[src/rtl/mux_rr_arbiter.sv]
// Two-source round-robin arbiter feeding a single-entry output register.
// Ties alternate between A and B; the held word reloads in the same cycle it is consumed.
module mux_rr_arbiter (
  input  logic        clk,
  input  logic        rst_n,
  input  logic        a_valid,
  input  logic [19:0] a_data,
  output logic        a_ready,
  input  logic        b_valid,
  input  logic [19:0] b_data,
  output logic        b_ready,
  output logic        sel,
  output logic        d_valid,
  output logic [19:0] d_data,
  input  logic        d_ready,
  output logic [7:0]  cnt_a,
  output logic [7:0]  cnt_b
);

  typedef enum logic {EMPTY = 1'b0, FULL = 1'b1} state_t;

  state_t state;
  logic   last_grant;   // 0 = A, 1 = B
  logic   slot_free;
  logic   grant_valid;
  logic   grant_b;
  logic   accept;

  assign slot_free   = (state == EMPTY) | d_ready;
  assign grant_valid = a_valid | b_valid;
  // B wins when it is alone, or on a tie when A was granted last
  assign grant_b     = b_valid & (~a_valid | ~last_grant);
  assign accept      = slot_free & grant_valid;

  assign a_ready = accept & ~grant_b;
  assign b_ready = accept & grant_b;
  assign d_valid = (state == FULL);

  always_ff @(posedge clk or negedge rst_n) begin
    if (!rst_n) begin
      state      <= EMPTY;
      d_data     <= 20'h00000;
      sel        <= 1'b0;
      last_grant <= 1'b1;
      cnt_a      <= 8'd0;
      cnt_b      <= 8'd0;
    end else if (accept) begin
      state      <= FULL;
      d_data     <= grant_b ? b_data : a_data;
      sel        <= grant_b;
      last_grant <= grant_b;
      if (grant_b) cnt_b <= cnt_b + 8'd1;
      else         cnt_a <= cnt_a + 8'd1;
    end else if (d_ready) begin
      // consumed with nothing to reload; d_data keeps its last value
      state <= EMPTY;
    end
  end

endmodule
[config.mk]
export PLATFORM = sky130hd
export DESIGN_NAME = mux_rr_arbiter
export DESIGN_NICKNAME = d
export VERILOG_FILES = /design/src/rtl/mux_rr_arbiter.sv
export SDC_FILE = /design/constraint.sdc
export NUM_CORES = 1
export LEC_CHECK = 0
export BUFFER_PORTS_ARGS = -buffer_cell sky130_fd_sc_hd__buf_2
export CAP_MARGIN = 20
export CORE_MARGIN = 1.5
export CORE_UTILIZATION = 45
export DETAILED_ROUTE_END_ITERATION = 7
export GPL_TIMING_DRIVEN = 0
export PLACE_DENSITY_LB_ADDON = 0.1
export SETUP_SLACK_MARGIN = 0.05
export SYNTH_ARGS = -nofsm -noshare
export SYNTH_HDL_FRONTEND = slang
export SYNTH_SLANG_ARGS = --single-unit
[constraint.sdc]
create_clock -name clk -period 1.9 [get_ports clk]
set_input_delay 0.19 -clock clk [delete_from_list [all_inputs] [get_ports clk]]
set_output_delay 0.19 -clock clk [all_outputs]
set_load 0.03 [all_outputs]
# Yosys cells after proc, flatten, opt, wreduce, memory -nomap -nowiden
# Index checks and enable logic that the tools add are counted.
[op_classes]
n_addsub = 2
muxes = 3
bitwise = 11
n_reduce_logical = 3
[op_table]
columns = ["operator", "n"]
rows = [
  ["$mux 20", 1],
  ["$add 8x1->8 const B", 2],
  ["$and 1x1->1", 4],
  ["$not 1->1", 4],
  ["$reduce_and 2->1", 2],
  ["$or 1x1->1", 3],
  ["$mux 1", 2],
  ["$reduce_bool 2->1", 1],
]
[totals]
ff_bits = 39
input_bits = 45
output_inout_bits = 40
elab_cells = 25

# Logic depth before layout (Yosys ltp)
# Gate-level depths: netlist of run 1.
[depth]
depth_word = 5
mapped_depth = 6
mapped_depth_nobuf = 4

# Worst setup path after synthesis of run 1
# Ideal clock, no wire load.
[synth_timing]
path_type = "register to register"
start = "reg state (netlist: d_valid)"
end = "reg d_data[16]"
setup_time_ps = 127
arrival_ps = 1438
required_time_ps = 1773
path_slack_ps = 335
path_stages_with_launch = 7
path_buffers = 2
synth_period_minus_slack_ps = 1565
cell_sequence = "dfrtp_1 nand2b_4 and3_1 buf_6 buf_6 a222oi_1 inv_1"
[synth_between]
elab_chain_len = 3
[synth_lines]
columns = ["element", "line", "source"]
rows = [
  ["from (decl)", "22", "state_t state;"],
  ["from (signal assigned)", "41", "state <= EMPTY;"],
  ["from (signal assigned)", "48", "state <= FULL;"],
  ["from (signal assigned)", "56", "state <= EMPTY;"],
  ["$not 1->1", "29", "assign slot_free = (state == EMPTY) | d_ready;"],
  ["$or 1x1->1", "29", ""],
  ["$and 1x1->1", "33", "assign accept = slot_free & grant_valid;"],
  ["to (signal assigned)", "49", "d_data <= grant_b ? b_data : a_data;"],
  ["to (decl)", "14", "output logic [19:0] d_data,"],
]
# Every way passes these cells.
# A chain may end at the register's enable or synchronous reset.

# Worst setup path in the final report of run 1
[layout_timing]
start = "reg last_grant"
end = "out a_ready"
[layout_between]
elab_chain_len = 5
[layout_lines]
columns = ["element", "line", "source"]
rows = [
  ["from (decl)", "23", "logic last_grant;"],
  ["from (signal assigned)", "51", "last_grant <= grant_b;"],
  ["$not 1->1", "32", "assign grant_b = b_valid & (~a_valid | ~last_grant);"],
  ["$or 1x1->1", "32", ""],
  ["$and 1x1->1", "32", ""],
  ["$not 1->1 (no source line)", "n/a", ""],
  ["$and 1x1->1", "35", "assign a_ready = accept & ~grant_b;"],
  ["to (decl)", "8", "output logic a_ready,"],
]
# Every way passes these cells.

==> summary.txt, run 1 <==
Status
  – Outcome: completed

Final layout
  – Commonest non-fill, non-tap cell in the layout: buf_2
  – Reg area: around 980 um2
  – Share of post-route cells with drive strength above 1: between 40% and 50%
  – Final #Nets: about 270
  – Number of diodes: 0
  – Fillers: 290
  – Most frequent cells in the layout: buf_2, dfrtp_1, a222oi_1, inv_1, xnor2_1
  – Multi-input gate area: approximately 540 um2
  – Synthesis-to-finish area growth: 36.6%

Setup path
  – Reg2reg setup slack: approximately 0.24 ns
  – Crit path top cell by count: buf_6
  – Startpoint type of the worst setup path: register
  – Worst R2R Start: last_grant$_DFFE_PN1P_
  – Critical Path RT: between 1.5 and 2 ns
  – CP arrival: about 1.6 ns
  – Crit end category: output pin
  – Critical path class: register to output pin
  – Cells along the critical path: nand2b_1 -> and3_1 -> buf_6 -> buf_6 -> buf_6
  – Delay-heaviest family, CP: flip-flops
  – Crit path launch: last_grant$_DFFE_PN1P_
  – Critical path buffer and inverter count: 3
  – Crit Path Max Fanout: 10
  – Max incr delay on CP: between 0.5 and 0.6 ns
  – Critical-path top delay cell: dfstp_2

Pwr
  – Peak supply drop: between 0.6 and 0.7 mV
  – PD cells: ~1300 nW/um2
  – Leak pwr: 1.27 nW

Global route
  – Initial antenna violation count: 0
  – Largest net degree at the start of global routing: 40
  – GRT Overall Usage: 20.8%
  – First-pass GRT wire length: 6490 um
  – GRT overflow: 0
  – Vias in the first global route: around 1400

Floorplan
  – # rows: 21
  – Die Width: roughly 64 um
  – Core ar.: approximately 3400 um2
  – Starting Density: about half
  – Die ar.: 4070 um2
  – # IOs: 85
  – Die Ht: between 60 and 70 um

STA
  – Tmin final: 1.74 ns
  – Tcrit/Tclk final: 91.6%
  – Headroom to the max-slew limit: 43.2%
  – Slew @ Worst Pin: around 0.85 ns
  – RSZ-0062 raised after global routing: no
  – Fmax: ~570 MHz
  – Clock skew: between 0.006 and 0.007 ns
  – Setup TNS: 0 ns
  – Fin Hold WS: between 0.006 and 0.007 ns
  – Setup violations, final: 0
  – Fin. max-slew vios: 0
  – Endpoints failing hold: 0

Clock tree
  – Clk_lat worst skew: around 0.28 ns
  – CTS tree: built
  – Hold buffer count at CTS: 0
  – Worst-path clk slew: ~0.08 ns
  – Htree depth: 2
  – Total CTS buffers: 5
  – Clock root buffer: clkbuf_8
  – Clock Path Buffers: 2
  – Clk sinks: 39

Drt
  – Vias per Instance: 5.14
  – Avg WL per Cell: between 10 and 15 um
  – M1 WL: 1560 um
  – Initial DRC Count: 106
  – DR WL met2: a little under 2000 um
  – Met3 Wirelength: roughly 240 um
  – Final WL: ~3700 um
  – Post-DRT Antenna Nets: 0
  – Top Layer Used: met4
  – Initial DRT Pass Iterations: 4
  – Drt drc: 0
  – Vias: about 1400

Min path
  – Hold Crit Class: input pin to asynchronous set/reset pin

Yosys
  – Post-Syn Nets: approximately 180
  – Syn Inst Count: 134
  – Most area-hungry cell type in the Yosys netlist: dfrtp_1
  – Mean area per synthesized cell: approximately 12 um2
  – Area contributors post-synth: dfrtp_1, a222oi_1, xnor2_1
  – #FFs+latches synth: 39
  – Post-Syn Area: 1660 um2
  – Share of the synthesized area in the top cell type: 57.2%
  – Unique masters post-synth: 25
  – Warnings from Yosys: 0
  – Seq/Total Area, Yosys: between 50% and 60%

Flow run
  – Number of max-cap violations: 0

Placement
  – PortBufs: 84
  – Dpl hpwl: between 2000 and 3000 um
  – GP Congestion: 0.715
[cells by family after synthesis]
kind of cell             synth area share (%)
AND/OR/NAND/NOR                          9.04
AO/OA/AOI/OAI                            13.3
XOR/XNOR                                 7.38
buffers and inverters                    8.66
flip-flops                               58.8
multiplexers                             1.36
adder cells (fa/ha/maj)                  1.51
[sequential cells by signal, summed over array words and instances (netlist names)]
register	cells
d_data	20
sel	1
last_grant	1
cnt_b	8
d_valid	1
cnt_a	8
[cells in the mapped netlist, drive strengths merged]
cell / instances
and3: 4
a21o: 2
nor3: 1
nor3b: 1
a222oi: 20
nand2b: 2
mux2: 2
ha: 2
nor2b: 1
nand3: 2
clkbuf: 2
dfrtp: 38
buf: 6
or3: 1
dfstp: 1
and2: 1
xnor2: 9
nand2: 6
xor2: 5
o21ai: 1
nand4: 6
inv: 20
nor2: 1
[layout make-up]
cell class	instances	share of cell area, %
Sequential cell	39	43.1
Multi-Input combinational cell	67	23.8
Timing Repair Buffer	84	18.8
Clock buffer	6	3.64
Buffer	8	3.31
Inverter	20	3.31
Tap cell	46	2.54
Clock inverter	2	1.54
[timing repair]
action / CTS / global route
resized for setup: 1 / 4
endpoints found under the setup margin: 1 / 1
buffers inserted: 0 / 0
pin swaps: 0 / 0
hold endpoints to repair: 0 / 0
[power by group]
part	total, W	internal (W)	switching, W	leakage (nW)
Sequential	0.00120	0.00102	0.000182	0.484
Clock	0.000699	0.000425	0.000274	0.0612
Combinational	0.000984	0.000345	0.000638	0.723
Total	0.00289	0.00179	0.00109	1.27
[worst reg2reg max path, stage by stage, from the launching register on]
cell      delay [ns]
dfstp_2         0.55
nand2_1         0.06
and3_1          0.19
buf_6           0.14
buf_6           0.14
a222oi_1        0.38
inv_1           0.08
[path summary, 6_finish.rpt]
check,end,cells after the start
max in group asynchronous,d_data[14]$_DFFE_PN0P_,1
min reg2reg,cnt_b[7]$_DFFE_PN0P_,1
max reg2reg,d_data[10]$_DFFE_PN0P_,6
min in group clk,d_data[17]$_DFFE_PN0P_,3
max,a_ready,5
min,cnt_b[5]$_DFFE_PN0P_,1
[stage by stage]
stage          instances  util, %  total power, W  area [um2]  worst slack, ns
2_1_floorplan        134        -         0.00185        1660            0.335
3_3_place_gp         264     62.2         0.00216        2140            0.336
3_5_place_dp         264     62.2         0.00220        2140            0.247
4_1_cts              272     65.6         0.00292        2260           0.0675
5_1_grt              272     65.9         0.00307        2270           0.0662
6_report             272     65.9         0.00289        2270            0.159
[layer usage]
layer | vias to the layer above | GRT usage [%]
li1 | 668 | -
met1 | 672 | 23.9
met2 | 55 | 37.0
met3 | 2 | 6.69
met4 | 0 | 5.98
met5 | - | 0
No activity file was read; power rests on OpenSTA's default activity.
==> run 2, diff against run 1 <==
- PLACE_DENSITY_LB_ADDON: 0.1 -> 0.05
==> run 2 against run 1 <==
Against the previous run:
- maximum frequency decreased by 1.3%
- critical endpoint unchanged
- largest cell class unchanged
- worst hold slack got worse by 0.0014 ns
- clock power decreased by 14%
- wire length increased by 0.94%
==> summary.txt, run 2 (synthesis results as in run 1) <==
Floorplan
  – Starting Density: 48.3% (unchanged)
  – # rows: 21 (unchanged)
  – # IOs: 85 (unchanged)
  – Die Width: 63.8 um (unchanged)
  – Die Ht: 63.8 um (unchanged)
  – Core ar.: 3440 um2 (unchanged)
  – Die ar.: 4070 um2 (unchanged)

Drt
  – Avg WL per Cell: 13.9 um (was 13.7 um)
  – Drt drc: 0 (unchanged)
  – Post-DRT Antenna Nets: 0 (unchanged)
  – Vias: 1419 (was 1397)
  – Vias per Instance: 5.22 (was 5.14)
  – Final WL: 3770 um (was 3740 um)
  – Initial DRT Pass Iterations: 5 (was 4)
  – Initial DRC Count: 127 (was 106)

Final layout
  – Commonest non-fill, non-tap cell in the layout: buf_2 (unchanged)
  – Post-layout util: 65.3% (was 65.9%)
  – Most frequent cells in the layout: buf_2, dfrtp_1, a222oi_1, inv_1, xnor2_1 (unchanged)
  – Final #Nets: 272 (unchanged)
  – Registers with the most flip-flops: d_data (20), cnt_a (8), cnt_b (8) (unchanged)
  – Share of post-route cells with drive strength above 1: 44.7% (was 45.1%)
  – Multi-input gate area: 541 um2 (unchanged)
  – Largest register FFs: 20 (unchanged)
  – Synthesis-to-finish area growth: 35.3% (was 36.6%)
  – Reg area: 977 um2 (unchanged)
  – Fillers: 285 (was 290)
  – Top reg by flops: d_data (unchanged)
  – Number of diodes: 0 (unchanged)

STA
  – Tmin final: 1.76 ns (was 1.74 ns)
  – Fin Hold WS: 0.00553 ns (was 0.00694 ns)
  – Final worst slack: 0.136 ns (was 0.159 ns)
  – Fin. max-slew vios: 0 (unchanged)
  – Slew @ Worst Pin: 0.845 ns (was 0.851 ns)
  – Setup violations, final: 0 (unchanged)
  – Headroom to the max-slew limit: 43.7% (was 43.2%)
  – Tcrit/Tclk final: 92.8% (was 91.6%)
  – Endpoints failing hold: 0 (unchanged)
  – Clock skew: 0.00325 ns (was 0.00691 ns)
  – Setup TNS: 0 ns (unchanged)
  – RSZ-0062 raised after global routing: no (unchanged)
  – Fmax: 567 MHz (was 574 MHz)

Setup path
  – Crit end category: output pin (unchanged)
  – Startpoint type of the worst setup path: register (unchanged)
  – Critical path class: register to output pin (unchanged)
  – Max incr delay on CP: 0.54 ns (was 0.55 ns)
  – CP arrival: 1.57 ns (was 1.55 ns)
  – Crit path top cell by count: buf_6 (unchanged)
  – Critical Path RT: 1.71 ns (about the same)
  – Cells along the critical path: nand2b_1 -> and3_1 -> buf_6 -> buf_6 -> buf_4 (was nand2b_1 -> and3_1 -> buf_6 -> buf_6 -> buf_6)
  – Critical path buffer and inverter count: 3 (unchanged)
  – Critical-path top delay cell: dfstp_2 (unchanged)
  – Crit Path Max Fanout: 10 (unchanged)
  – Delay-heaviest family, CP: flip-flops (unchanged)

Clock tree
  – Htree depth: 2 (unchanged)
  – Clk_lat worst skew: 0.29 ns (was 0.28 ns)
  – CTS tree: built (unchanged)
  – Clock Path Buffers: 2 (unchanged)
  – Clk sinks: 39 (unchanged)
  – Total CTS buffers: 5 (unchanged)
  – Hold buffer count at CTS: 0 (unchanged)
  – Worst-path clk slew: 0.07 ns (was 0.08 ns)
  – Setup bufs post-CTS: 0 (unchanged)
  – Clock root buffer: clkbuf_8 (unchanged)

Placement
  – GP Congestion: 0.735 (was 0.715)
  – Dpl hpwl: 2820 um (was 2800 um)
  – PortBufs: 84 (unchanged)
  – Post-placement setup slack: 0.299 ns (was 0.247 ns)

Pwr
  – PD cells: 1230 nW/um2 (was 1270 nW/um2)
  – Leak pwr: 1.26 nW (was 1.27 nW)
  – Peak supply drop: 0.580 mV (was 0.627 mV)

Global route
  – Largest net degree at the start of global routing: 40 (unchanged)
  – First-pass GRT wire length: 6320 um (was 6490 um)
  – Vias in the first global route: 1404 (was 1422)
  – GRT Overall Usage: 20.4% (was 20.8%)
  – Initial antenna violation count: 0 (unchanged)
  – GRT overflow: 0 (unchanged)

Min path
  – Hold Crit Class: input pin to asynchronous set/reset pin (unchanged)

Status
  – Outcome: completed (unchanged)

Flow run
  – Number of max-cap violations: 0 (unchanged)
## run 2: changes by cell type in the layout (fill, tap and decap cells not counted), sizes merged
cell,delta
clkinv,-1
clkbuf,+2
bufinv,-1
## run 2: stage by stage
| stage | total power, W | std cells | area (um2) |
|---|---|---|---|
| finish | 0.00277 | 272 | 2250 |
| global route | 0.00295 | 272 | 2250 |
| CTS | 0.00280 | 272 | 2240 |
| detailed placement | 0.00219 | 264 | 2140 |
| global placement | 0.00217 | 264 | 2140 |
| floorplan | 0.00185 | 134 | 1660 |
## run 2: repair_timing
action	4_1_cts	5_1_grt
gates cloned	0	0
gates resized for setup	1	3
setup endpoints to repair	1	1
## run 2: where the power goes
| part | switching, W | internal (W) | total, W |
|---|---|---|---|
| registers | 0.000175 | 0.00102 | 0.00120 |
| clock network | 0.000270 | 0.000331 | 0.000601 |
| logic | 0.000628 | 0.000342 | 0.000970 |
| total | 0.00107 | 0.00170 | 0.00277 |
## run 2: layout make-up
cell class	count	area share (%)
Tap cell	46	2.56
Inverter	20	3.34
Sequential cell	39	43.5
Multi-Input combinational cell	67	24.0
Buffer	8	3.34
Clock buffer	8	4.45
Timing Repair Buffer	84	18.8
## run 2: final timing paths
kind                                        start                     end  slack (ns)  depth (start not counted)
max in group asynchronous                   rst_n  d_data[17]$_DFFE_PN0P_        1.37                          1
hold / removal                              rst_n    cnt_b[6]$_DFFE_PN0P_       0.006                          1
setup / recovery           last_grant$_DFFE_PN1P_                 a_ready        0.14                          5
min in group clk                        a_data[5]   d_data[5]$_DFFE_PN0P_        0.13                          3
hold reg to reg              cnt_a[7]$_DFFE_PN0P_    cnt_a[7]$_DFFE_PN0P_        0.48                          1
setup reg to reg           last_grant$_DFFE_PN1P_  d_data[14]$_DFFE_PN0P_        0.30                          6
## run 2: routing by layer
metal | vias to the layer above | wire [um] | share of wire, % | track usage, %
met5 | - | 0 | 0 | 0
li1 | 671 | - | - | -
met1 | 681 | 1500 | 40 | 23.9
met3 | 6 | 266 | 7.1 | 4.93
met4 | 0 | 60 | 1.6 | 9.78
met2 | 61 | 1950 | 52 | 35.0
